**src/rtl/deser_queue_if.sv**
```systemverilog
// -----------------------------------------------------------------------------
// deser_queue_if
//   Bus bundle for the deser_queue receiver/queue block.
//   master : the bit source / queue consumer (drives strobes and serial data)
//   slave  : the deser_queue block itself
//
//   data_in        serial bit, sampled on a write_in rising edge
//   write_in       bit strobe
//   enqueue_in     commit held word strobe
//   dequeue_in     pop queue head strobe
//   status_out     receiver accepting bits
//   data_out       queue head (0 when empty)
//   count_out      queue occupancy, 0..DEPTH
//   full_out       queue full
//   empty_out      queue empty
//   overflow_out   one-cycle pulse: commit refused because the queue is full
//   underflow_out  one-cycle pulse: pop requested on an empty queue
//   parity_err_out one-cycle pulse: frame parity mismatch
// -----------------------------------------------------------------------------
interface deser_queue_if #(
    parameter int WIDTH = 8,
    parameter int DEPTH = 8
);
    localparam int CW = $clog2(DEPTH) + 1;

    logic             data_in;
    logic             write_in;
    logic             enqueue_in;
    logic             dequeue_in;
    logic             status_out;
    logic [WIDTH-1:0] data_out;
    logic [CW-1:0]    count_out;
    logic             full_out;
    logic             empty_out;
    logic             overflow_out;
    logic             underflow_out;
    logic             parity_err_out;

    modport master (
        output data_in, write_in, enqueue_in, dequeue_in,
        input  status_out, data_out, count_out, full_out, empty_out,
        input  overflow_out, underflow_out, parity_err_out
    );

    modport slave (
        input  data_in, write_in, enqueue_in, dequeue_in,
        output status_out, data_out, count_out, full_out, empty_out,
        output overflow_out, underflow_out, parity_err_out
    );
endinterface

```
**src/rtl/deser_queue.sv**
```systemverilog
// -----------------------------------------------------------------------------
// deser_queue
//   Serial-to-parallel receiver feeding a DEPTH-entry circular word queue.
//   Bits arrive one per write_in rising edge and are assembled into a WIDTH-bit
//   word. A complete word is held (status_out low) until it is committed into
//   the queue, either by an enqueue_in rising edge or, with AUTO_ENQ=1, on the
//   first cycle in HOLD where the queue has room. The queue head is presented
//   show-ahead on data_out and popped by a dequeue_in rising edge.
//
//   Parameters
//     WIDTH     data bits per word (>= 2)
//     DEPTH     queue entries (power of 2, >= 2)
//     MSB_FIRST 0: first received bit lands in bit 0; 1: in bit WIDTH-1
//     AUTO_ENQ  1: commit completed words without waiting for enqueue_in
//
//   Ports
//     clock_1MHz  system clock, all state changes on the rising edge
//     rst         asynchronous active-low reset
//     bus         deser_queue_if.slave (strobes, serial data, queue outputs)
//
//   Build option
//     DESER_PARITY_EN  when defined, each frame carries one trailing even
//                      parity bit; a mismatch drops the word and pulses
//                      parity_err_out. Undefined: parity_err_out is tied low.
// -----------------------------------------------------------------------------
module deser_queue #(
    parameter int WIDTH     = 8,
    parameter int DEPTH     = 8,
    parameter int MSB_FIRST = 0,
    parameter int AUTO_ENQ  = 0
) (
    input logic         clock_1MHz,
    input logic         rst,
    deser_queue_if.slave bus
);
    localparam int PW = $clog2(DEPTH);
    localparam int CW = PW + 1;
`ifdef DESER_PARITY_EN
    localparam int FRAME = WIDTH + 1;
`else
    localparam int FRAME = WIDTH;
`endif
    localparam int BW = $clog2(FRAME + 1);

    typedef enum logic {
        RECV = 1'b0,
        HOLD = 1'b1
    } state_t;

    state_t                     state;
    logic                       status;
    logic                       write_q;
    logic                       enq_q;
    logic                       deq_q;
    logic [BW-1:0]              bit_cnt;
    logic [WIDTH-1:0]           shreg;
    logic [DEPTH-1:0][WIDTH-1:0] mem;
    logic [PW-1:0]              rd_ptr;
    logic [PW-1:0]              wr_ptr;
    logic [CW-1:0]              count;
    logic                       overflow;
    logic                       underflow;
    logic                       parity_err;

    logic                       wr_edge;
    logic                       enq_edge;
    logic                       deq_edge;
    logic                       full;
    logic                       empty;
    logic                       pop;
    logic                       push;
    logic                       commit_req;
    logic                       last_bit;
    logic [WIDTH-1:0]           shifted;

    // Strobes act once per rising edge, however long the level is held.
    assign wr_edge  = bus.write_in   & ~write_q;
    assign enq_edge = bus.enqueue_in & ~enq_q;
    assign deq_edge = bus.dequeue_in & ~deq_q;

    assign full  = (count == CW'(DEPTH));
    assign empty = (count == '0);

    // LSB-first shifts right so the first bit walks down to bit 0 after
    // WIDTH shifts; MSB-first shifts left so it ends up in bit WIDTH-1.
    assign shifted = (MSB_FIRST != 0) ? {shreg[WIDTH-2:0], bus.data_in}
                                      : {bus.data_in, shreg[WIDTH-1:1]};

    assign last_bit = (bit_cnt == BW'(FRAME - 1));

    // A pop in the same cycle frees a slot, so a commit into a full queue is
    // still allowed when it coincides with a successful dequeue.
    assign pop        = deq_edge & ~empty;
    assign commit_req = (state == HOLD) & ((AUTO_ENQ != 0) ? 1'b1 : enq_edge);
    assign push       = commit_req & (~full | pop);

`ifdef DESER_PARITY_EN
    logic parity_ok;
    // Even parity across the data word plus the trailing parity bit.
    assign parity_ok = ~(^shreg ^ bus.data_in);
`endif

    always_ff @(posedge clock_1MHz or negedge rst) begin
        if (!rst) begin
            state      <= RECV;
            status     <= 1'b1;
            write_q    <= 1'b0;
            enq_q      <= 1'b0;
            deq_q      <= 1'b0;
            bit_cnt    <= '0;
            shreg      <= '0;
            rd_ptr     <= '0;
            wr_ptr     <= '0;
            count      <= '0;
            overflow   <= 1'b0;
            underflow  <= 1'b0;
            parity_err <= 1'b0;
        end else begin
            write_q    <= bus.write_in;
            enq_q      <= bus.enqueue_in;
            deq_q      <= bus.dequeue_in;
            parity_err <= 1'b0;
            // Overflow only exists in manual mode: auto-commit simply waits.
            overflow   <= (AUTO_ENQ == 0) && (state == HOLD) && enq_edge
                          && full && !pop;
            underflow  <= deq_edge & empty;

            case (state)
                RECV: begin
                    if (wr_edge) begin
                        if (last_bit) begin
`ifdef DESER_PARITY_EN
                            // Parity bit is checked, never shifted in.
                            if (parity_ok) begin
                                bit_cnt <= bit_cnt + BW'(1);
                                state   <= HOLD;
                                status  <= 1'b0;
                            end else begin
                                bit_cnt    <= '0;
                                parity_err <= 1'b1;
                            end
`else
                            shreg   <= shifted;
                            bit_cnt <= bit_cnt + BW'(1);
                            state   <= HOLD;
                            status  <= 1'b0;
`endif
                        end else begin
                            shreg   <= shifted;
                            bit_cnt <= bit_cnt + BW'(1);
                        end
                    end
                end
                HOLD: begin
                    if (push) begin
                        bit_cnt <= '0;
                        state   <= RECV;
                        status  <= 1'b1;
                    end
                end
                default: begin
                    state  <= RECV;
                    status <= 1'b1;
                end
            endcase

            // Pointers wrap naturally because DEPTH is a power of two.
            if (push) wr_ptr <= wr_ptr + PW'(1);
            if (pop)  rd_ptr <= rd_ptr + PW'(1);
            if (push && !pop)      count <= count + CW'(1);
            else if (pop && !push) count <= count - CW'(1);
        end
    end

    // Storage needs no reset: an entry is only visible once count covers it.
    always_ff @(posedge clock_1MHz) begin
        if (push) mem[wr_ptr] <= shreg;
    end

    assign bus.status_out     = status;
    assign bus.data_out       = empty ? '0 : mem[rd_ptr];
    assign bus.count_out      = count;
    assign bus.full_out       = full;
    assign bus.empty_out      = empty;
    assign bus.overflow_out   = overflow;
    assign bus.underflow_out  = underflow;
`ifdef DESER_PARITY_EN
    assign bus.parity_err_out = parity_err;
`else
    assign bus.parity_err_out = 1'b0;
`endif

endmodule

```
**src/flat_wrapper.sv**
```systemverilog
// flat-port wrapper written by rule: the top's interface ports become plain ports
module deser_queue_flat 
#(
    parameter int WIDTH     = 8,
    parameter int DEPTH     = 8,
    parameter int MSB_FIRST = 0,
    parameter int AUTO_ENQ  = 0
)
  (clock_1MHz, rst, bus_data_in, bus_write_in, bus_enqueue_in, bus_dequeue_in, bus_status_out, bus_data_out, bus_count_out, bus_full_out, bus_empty_out, bus_overflow_out, bus_underflow_out, bus_parity_err_out);
  deser_queue_if #(.WIDTH(WIDTH), .DEPTH(DEPTH)) bus_i ();
  input logic clock_1MHz;
  input logic rst;
  input wire logic [$bits(bus_i.data_in)-1:0] bus_data_in;
  input wire logic [$bits(bus_i.write_in)-1:0] bus_write_in;
  input wire logic [$bits(bus_i.enqueue_in)-1:0] bus_enqueue_in;
  input wire logic [$bits(bus_i.dequeue_in)-1:0] bus_dequeue_in;
  output wire logic [$bits(bus_i.status_out)-1:0] bus_status_out;
  output wire logic [$bits(bus_i.data_out)-1:0] bus_data_out;
  output wire logic [$bits(bus_i.count_out)-1:0] bus_count_out;
  output wire logic [$bits(bus_i.full_out)-1:0] bus_full_out;
  output wire logic [$bits(bus_i.empty_out)-1:0] bus_empty_out;
  output wire logic [$bits(bus_i.overflow_out)-1:0] bus_overflow_out;
  output wire logic [$bits(bus_i.underflow_out)-1:0] bus_underflow_out;
  output wire logic [$bits(bus_i.parity_err_out)-1:0] bus_parity_err_out;
  assign bus_i.data_in = bus_data_in;
  assign bus_i.write_in = bus_write_in;
  assign bus_i.enqueue_in = bus_enqueue_in;
  assign bus_i.dequeue_in = bus_dequeue_in;
  assign bus_status_out = bus_i.status_out;
  assign bus_data_out = bus_i.data_out;
  assign bus_count_out = bus_i.count_out;
  assign bus_full_out = bus_i.full_out;
  assign bus_empty_out = bus_i.empty_out;
  assign bus_overflow_out = bus_i.overflow_out;
  assign bus_underflow_out = bus_i.underflow_out;
  assign bus_parity_err_out = bus_i.parity_err_out;
  deser_queue #(.WIDTH(WIDTH), .DEPTH(DEPTH), .MSB_FIRST(MSB_FIRST), .AUTO_ENQ(AUTO_ENQ)) u_core (.clock_1MHz(clock_1MHz), .rst(rst), .bus(bus_i));
endmodule
```
**config.mk**
```make
export PLATFORM = sky130hd
export DESIGN_NAME = deser_queue_flat
export DESIGN_NICKNAME = d
export VERILOG_FILES = /design/src/rtl/deser_queue_if.sv /design/src/rtl/deser_queue.sv /design/src/flat_wrapper.sv
export SDC_FILE = /design/constraint.sdc
export NUM_CORES = 1
export LEC_CHECK = 0
export ABC_CLOCK_PERIOD_IN_PS = 3500
export BUFFER_PORTS_ARGS = -buffer_cell sky130_fd_sc_hd__buf_2
export CAP_MARGIN = 20
export CELL_PAD_IN_SITES_DETAIL_PLACEMENT = 1
export CELL_PAD_IN_SITES_GLOBAL_PLACEMENT = 1
export CORE_ASPECT_RATIO = 0.5
export CORE_MARGIN = 2
export CORE_UTILIZATION = 30
export CTS_CLUSTER_DIAMETER = 40
export CTS_CLUSTER_SIZE = 12
export DETAILED_ROUTE_END_ITERATION = 8
export GPL_TIMING_DRIVEN = 0
export PLACE_DENSITY = 0.49
export REMOVE_ABC_BUFFERS = 1
export SLEW_MARGIN = 30
export SYNTH_ARGS = -nofsm -noshare
export SYNTH_HDL_FRONTEND = slang
export SYNTH_SLANG_ARGS = --single-unit
```
**constraint.sdc**
```tcl
create_clock -name clock_1MHz -period 3.5 [get_ports clock_1MHz]
set_input_delay 0.35 -clock clock_1MHz [delete_from_list [all_inputs] [get_ports clock_1MHz]]
set_output_delay 0.35 -clock clock_1MHz [all_outputs]
set_load 0.02 [all_outputs]
```
* Word-level counts from Yosys, hierarchy flattened
Cells that the tools add are included.
W data, S select, Z words.
** Word-level totals
- Register bits :: 93
- Input port bits :: 6
- Logic and storage cells :: 79
** Cells by class
- $add $sub $neg :: 5
- Magnitude comparators :: 3
- Eq/ne operators :: 5
- Muxes and demuxes :: 19
- Bitwise gates (word level) :: 14
- Reduce and logical (&&, ||, !) cells :: 13
** Operators with widths (count)
- $bwmux W64 :: 1
- $bmux W8 S3 :: 1
- $demux W8 S3 :: 1
- $mux W8 :: 3
- $mux W4 :: 4
- $add A4 B1 Y4 const B :: 2
- $lt A3 B4 Y1 const B :: 2
- $pmux W4 S2 :: 1
- $and A1 B1 Y1 :: 7
- $add A3 B1 Y3 const B :: 2
- $logic_and A1 B1 Y1 :: 6
- $mux W1 :: 6
- $not A1 Y1 :: 6
- $eq A4 B3 Y1 const B :: 1
- $eq A4 B4 Y1 const B :: 1
- $logic_not A4 Y1 :: 1
- $ne A2 B1 Y1 const B :: 2
- $pmux W1 S2 :: 2
- $reduce_and A2 Y1 :: 2
- $sub A4 B1 Y4 const B :: 1
- $ge A3 B1 Y1 const B :: 1
- $reduce_and A3 Y1 :: 1
- $logic_not A1 Y1 :: 2
- $ne A2 B2 Y1 const B :: 1
- 2 further kinds :: 2

* Logic depth before layout (Yosys ltp)
Gate-level depths: netlist of the first run.
- Word-level depth :: 9
- Depth in mapped cells :: 9
- Gate-level depth less buffers :: 9

* Worst setup path after synthesis of the first run
OpenSTA, ideal clock, no wires.
- Path type :: register -> register
- From :: register u_core.count[0], in the netlist u_core.bus.count_out[0]
- To :: register u_core.count[3], in the netlist u_core.bus.count_out[3]
- Arrival time :: 2759 ps
- Data required time :: 3369 ps
- Path slack :: 610 ps
- Cell stages (with the launch flop) :: 10
- Buffers on the path :: 1
- Period minus slack after synthesis :: 2890 ps
- Path through :: dfrtp_1 > nor4b_4 > a21oi_4 > buf_6 > ha_1 > inv_1 > ha_1 > or4_1 > o211ai_1 > o211ai_1
** Between the ends
- Elaborated cells between the ends (all ways) :: 16
** RTL lines
- start, declared :: RTL line deser_queue.sv:60 : logic [CW-1:0] count;
- start signal, assigned :: RTL line deser_queue.sv:170 : if (push && !pop) count <= count + CW'(1);
- start signal, assigned :: RTL line deser_queue.sv:171 : else if (pop && !push) count <= count - CW'(1);
- $eq A4 B4 Y1 (*) :: RTL line deser_queue.sv:81 : assign full = (count == CW'(DEPTH));
- via bus_full_out :: RTL line flat_wrapper.sv:20 : output wire logic [$bits(bus_i.full_out)-1:0] bus_full_out;
- $not A1 Y1 (*) :: RTL line deser_queue.sv:95 : assign push = commit_req & (~full | pop);
- $or A1 B1 Y1 (*) :: RTL line deser_queue.sv:95
- $and A1 B1 Y1 (*) :: RTL line deser_queue.sv:95
- via u_core.push :: RTL line deser_queue.sv:71 : logic push;
- $logic_not A1 Y1 :: RTL line deser_queue.sv:171
- $logic_and A1 B1 Y1 :: RTL line deser_queue.sv:171
- $reduce_bool A2 Y1 (no line)
Mark *: on every way through the listed nets, which the timed path passes. The rest lies on a longest branch. The select of a mux whose other input is x is not followed.
A chain may end at the register's enable or synchronous reset.

* Worst setup path after layout of the first run
- From :: register u_core.count[0], in the netlist u_core.bus.count_out[0]
- To :: register u_core.count[3], in the netlist u_core.bus.count_out[3]
** Between the ends
- Longest elaborated chain between the ends :: 8
- Elaborated cells between the ends (all ways) :: 16
** Ends and longest elaborated chain
- $logic_not A4 Y1 :: RTL line deser_queue.sv:82 : assign empty = (count == '0);
- $not A1 Y1 :: RTL line deser_queue.sv:93 : assign pop = deq_edge & ~empty;
- $and A1 B1 Y1 :: RTL line deser_queue.sv:93
- $or A1 B1 Y1 :: RTL line deser_queue.sv:95
- $and A1 B1 Y1 :: RTL line deser_queue.sv:95
- $logic_not A1 Y1 :: RTL line deser_queue.sv:171
- $logic_and A1 B1 Y1 :: RTL line deser_queue.sv:171
- $reduce_bool A2 Y1 (no line)
Parallel ways exist; a longest one is shown, timed or not. The select of a mux whose other input is x is not followed.

==> reports/summary.txt, run 1 <==
Routed len/inst = 18.5 um
Most common cell in the synthesized netlist = edfxtp_1
Antenna violations before repair = 0
IO buf count = 22
Worst-Margin Slew = 0.948 ns
Clock buffer count from CTS = 9
Worst R2R Setup Slack = 0.60 ns
Final core utilization = 35.4%
Setup Skew = 0.00816 ns
Top FF cell, synth = edfxtp_1
CTS Buffer Depth = 2
Lkg Pwr = 0.00166 uW
Max Clk Rate = 0.345 GHz
Syn Inst Count = 229
Routed Antenna Nets = 0
Drt first pass iters = 4
CTS tree = built
Total power = 3800 uW
Post-CTS Setup Inserts = 0
Clk_lat worst skew = 0.34 ns
Asr flop ratio synth = 31.2%
WHS = 0.0510 ns
CORE AREA = 0.0126 mm2
Synth area leader = edfxtp_1
CTS Hold Bufs = 0
Die area = 0.0139 mm2
Share of layout cells above drive strength 1 = 23.6%
Worst EP arrival = 3.11 ns
Sequential area share after synthesis = 68.3%
Synthesis-stage register bit count = 93
Num ports = 24
Synth area leaders = edfxtp_1, dfrtp_1, mux4_2, nand2_1, mux4_1
Die Height = 84.4 um
Peak supply drop = 296 uV
Final wirelength = 7.91 mm
Int Pwr = 2540 uW
Final Hold Fails = 0
Std cell rows = 29
Sw power = 1260 uW
Post-CTS resize count = 0
Warnings, synthesis = 0
Yosys cell types = 49
Initial core utilization = 30.7%
P per Cell Area = 851 mW/mm2
Critical path endpoint = u_core.bus.count_out[3]
Status = finished clean
Register share of total power = 47.2%
GRT Util Overall = 12.6%
Largest net degree at the start of global routing = 30
Worst hold path class = in2async
Post-Syn Area per Cell = 16.9 um2
First-pass GRT wire length = 12.9 mm
CTS Sinks = 93
Max-cap violations = 0
Antenna Cells = 0
Aggregate negative setup slack = 0 ns
Vias = 2,038
Top cells by instance count after synthesis = edfxtp_1, nand2_1, dfrtp_1
Mapped Area = 0.00388 mm2
RR Endpoint = u_core.bus.count_out[3]
Worst Setup SP = u_core.bus.count_out[0]
Final Max Slew Viols = 0
Clk pwr share = 26.6%
RR Startpoint = u_core.bus.count_out[0]
Crit start category = flip-flop
Drt initial violations = 153
Die width = 165 um
GRT overflow = 0
Drc violations = 0
Sw Share = 33.1%
RSZ-0062 raised after global routing = false
Routability cong. = 0.789
Combinational power share = 26.2%
Finish-stage setup viols = 0
Root buf cell = clkbuf_16
Crit path required time = 3.71 ns
Worst reg2reg path depth = 8
Fin crit period = 2.90 ns
Hpwl dp = 4.98 mm
Rel. slew slack = 36.6%
Layout Area Growth over Synthesis = 15.3%
Worst Setup Path Type = reg2reg
Fin nets = 266
Worst-path clk slew = 0.06 ns
CP Capture Type = flip-flop
H-tree level count = 3
Number of global-route vias before repair = 2,244
Vias per cell = 4.76
Share of the synthesized area in the top cell type = 49.6%
Post-synth EDFFs = 64
Tcrit/Tclk final = 82.9%
CP max FO = 17
worst max-delay path: stages, from the launching register on:
cell and delay, ns:
dfrtp_1 0.52, nor4b_4 0.47, a21oi_4 0.22, ha_1 0.33
inv_1 0.16, ha_1 0.31, or4_1 0.55, o211ai_1 0.11
o211ai_1 0.10
placed cells by master, fill, tap and decap left out, types with 4 or more instances in the layout:
cell	instances
ha_1	6
edfxtp_1	64
mux4_2	12
nand3_1	4
clkbuf_16	9
nand2_1	30
buf_2	22
inv_1	4
xor2_1	4
nor2_1	4
dfrtp_1	27
a21oi_1	4
mux4_1	4
a22o_1	8
sequential cells by signal, summed over array words and instances, names as in the netlist:
name and cells:
u_core.bit_cnt 4, u_core.deq_q 1, u_core.shreg 8, u_core.mem 64
u_core.bus.overflow_out 1, u_core.rd_ptr 3, u_core.enq_q 1, u_core.state 1
u_core.write_q 1, u_core.bus.count_out 4, u_core.wr_ptr 3, u_core.bus.status_out 1
u_core.bus.underflow_out 1
worst min-delay path by stage:
stage | start | endpoint | slack (ns)
after CTS | rst | u_core.bus.count_out[3] | 0.07
after floorplan | rst | u_core.bit_cnt[0] | 0.05
after detailed placement | rst | u_core.bus.count_out[3] | 0.43
final | rst | u_core.deq_q | 0.05
after global placement | rst | u_core.deq_q | 0.43
after global routing | rst | u_core.deq_q | 0.11
cell type report:
cell class / instances / area, um2
clock buffers: 12 / 236
clock inverters: 4 / 75.1
fillers: 1310 / 8160
inverters: 4 / 15.0
multi-input cells: 122 / 1160
flip-flops and latches: 93 / 2650
well taps: 170 / 213
repair buffers: 23 / 121
power by group through the flow:
stage | clock network, uW | logic (uW) | registers (uW)
after detailed placement | 0 | 1010 | 1830
after floorplan | 0 | 699 | 1720
final | 1010 | 997 | 1790
after global placement | 0 | 979 | 1790
after CTS | 1040 | 1020 | 1800
after global routing | 1080 | 1110 | 1850
cell families (layout without fill, tap and decap cells):
group,after synthesis,after routing,synth area share [%]
AOI/OAI and AO/OA,24,24,4.62
xor gates and xnor gates,6,6,1.36
adders and majority gates,7,7,2.45
buffers and inverters,14,43,2.32
DFF,93,93,68.3
muxes,20,20,10.9
other,1,1,0.0967
and+or+nand+nor,64,64,9.91
through the flow:
step	instances	area (um2)	setup WS (ns)
finish	428	4470	0.598
global route	428	4470	0.344
CTS	428	4470	0.587
detailed placement	412	4160	0.602
global placement	411	4120	-0.0514
floorplan	219	3800	0.663
layer usage:
layer  global-route usage, %  wire length (um)
met1                    16.9              3750
met2                    20.4              3820
met3                    3.51               251
met4                    3.32                93
met5                       0                 0
Note: power is estimated with default switching activity, not from simulation.
==> run 2: changes to the inputs <==
--- a/config.mk
+++ b/config.mk
@@ -5,7 +5,7 @@
 export SDC_FILE = /design/constraint.sdc
 export NUM_CORES = 1
 export LEC_CHECK = 0
-export ABC_CLOCK_PERIOD_IN_PS = 3500
+export ABC_CLOCK_PERIOD_IN_PS = 2950
 export BUFFER_PORTS_ARGS = -buffer_cell sky130_fd_sc_hd__buf_2
 export CAP_MARGIN = 20
 export CELL_PAD_IN_SITES_DETAIL_PLACEMENT = 1
==> constraint.sdc (replaced) <==
create_clock -name clock_1MHz -period 2.95 [get_ports clock_1MHz]
set_input_delay 0.295 -clock clock_1MHz [delete_from_list [all_inputs] [get_ports clock_1MHz]]
set_output_delay 0.295 -clock clock_1MHz [all_outputs]
set_load 0.02 [all_outputs]
==> reports/summary.txt, run 2 (synthesis results as in run 1) <==
Area of the multi-input gates = 0.00116 mm2
CTS Sinks = 93
Fin nets = 268
Hpwl dp = 4.98 mm
Crit start category = flip-flop
Num ports = 24
Crit path required time = 3.16 ns
Largest net degree at the start of global routing = 30
Root buf cell = clkbuf_16
Routability cong. = 0.789
Vias = 2,041
Std cell rows = 29
Flip-flop count of the largest register after layout = 64
CTS Hold Bufs = 0
Vias per cell = 4.75
Area of all sequential standard cells = 0.00265 mm2
Most frequent cells in the layout = edfxtp_1, nand2_1, dfrtp_1
Clock buffer count from CTS = 9
Antenna violations before repair = 0
First-pass GRT wire length = 12.9 mm
Dpl ws = 0.0519 ns
Drt initial violations = 150
Fin crit period = 2.75 ns
Number of global-route vias before repair = 2,244
Commonest non-fill, non-tap cell in the layout = edfxtp_1
Worst EP arrival = 2.96 ns
Share of layout cells above drive strength 1 = 24.2%
Worst Setup Path Type = reg2reg
Worst-path clk slew = 0.06 ns
Routed len/inst = 18.4 um
Die area = 0.0139 mm2
Final wirelength = 7.91 mm
Worst hold path class = in2async
Worst-Margin Slew = 0.944 ns
RSZ-0062 raised after global routing = false
Setup Skew = 0.00757 ns
Antenna Cells = 0
Final Max Slew Viols = 0
Finish-stage setup viols = 0
Final Hold Fails = 18
Die width = 165 um
WHS = -0.00527 ns
GRT Util Overall = 12.6%
Die Height = 84.4 um
H-tree level count = 3
Largest regs = u_core.mem (64), u_core.shreg (8)
FILL cells = 1,308
Status = finished, violations left
CP Capture Type = flip-flop
Largest Register = u_core.mem
Post-CTS resize count = 0
Peak supply drop = 352 uV
IO buf count = 22
CTS Buffer Depth = 2
P per Cell Area = 1010 mW/mm2
Failing checks = hold timing
CP max FO = 7
Drc violations = 0
Layout Area Growth over Synthesis = 15.7%
Max-cap violations = 0
Tcrit/Tclk final = 93.1%
Drt first pass iters = 4
Crit path setup slack, layout = 0.203 ns
CORE AREA = 0.0126 mm2
Routed Antenna Nets = 0
Clk_lat worst skew = 0.34 ns
Total power = 4520 uW
CTS tree = built
Initial core utilization = 30.7%
Max Clk Rate = 0.364 GHz
Rel. slew slack = 36.8%
GRT overflow = 0
Lkg Pwr = 0.00167 uW
## run 2: changes by cell type in the layout (fill, tap and decap cells not counted), sizes merged
cell,delta
buf,+2
## run 2: critical path, stage by stage (launching register included)
cell and delay (ns):
dfrtp_1 0.52, nor4b_4 0.48, a21oi_4 0.10, ha_1 0.29
inv_1 0.16, ha_1 0.31, or4_1 0.55, o211ai_1 0.11
o211ai_1 0.10
## run 2: stage by stage
step / cells / instance area (um2) / hold slack (ns) / utilization, % / setup TNS, ns
6_report: 430 / 4490 / -0.00527 / 35.5 / 0
5_1_grt: 430 / 4490 / 0.0533 / 35.5 / 0
4_1_cts: 428 / 4470 / 0.0184 / 35.4 / 0
3_5_place_dp: 412 / 4160 / 0.377 / 32.9 / 0
3_3_place_gp: 411 / 4120 / 0.376 / 32.7 / -4.81
2_1_floorplan: 219 / 3800 / -0.000591 / - / 0
## run 2: where the power goes
part / switching (uW) / internal [uW] / leakage, uW
clock: 456 / 743 / 0.000143
combinational: 604 / 588 / 0.000581
sequential: 435 / 1690 / 0.000945
total: 1500 / 3020 / 0.00167
## run 2: worst paths after layout
kind	startpoint	end	slack, ns	cells past startpoint
max	u_core.bus.count_out[0]	u_core.bus.count_out[3]	0.20	8
min	rst	u_core.deq_q	-0.005	1
max reg2reg	u_core.bus.count_out[0]	u_core.bus.count_out[3]	0.20	8
min reg2reg	u_core.rd_ptr[2]	u_core.rd_ptr[2]	0.48	1
max in group asynchronous	rst	u_core.rd_ptr[0]	2.48	1
min in group clock_1MHz	bus_enqueue_in	u_core.enq_q	0.10	1
## run 2: metal layers
metal / track usage (%) / wire length (um)
met3: 3.51 / 314
met4: 3.32 / 94
met5: 0 / 0
met1: 16.9 / 3690
met2: 20.4 / 3810
## run 2: what timing repair did
| item | in CTS | in global routing |
|---|---|---|
| setup endpoints to repair | 0 | 1 |
| endpoints found under the hold margin | 0 | 0 |
| setup buffers | 0 | 2 |
## run 2: final cells by class
| type | instances | area share (%) |
|---|---|---|
| Multi-Input combinational cell | 122 | 25.9 |
| Tap cell | 170 | 4.74 |
| Timing Repair Buffer | 25 | 3.04 |
| Sequential cell | 93 | 59.1 |
| Clock buffer | 12 | 5.27 |
| Clock inverter | 4 | 1.67 |
| Inverter | 4 | 0.335 |
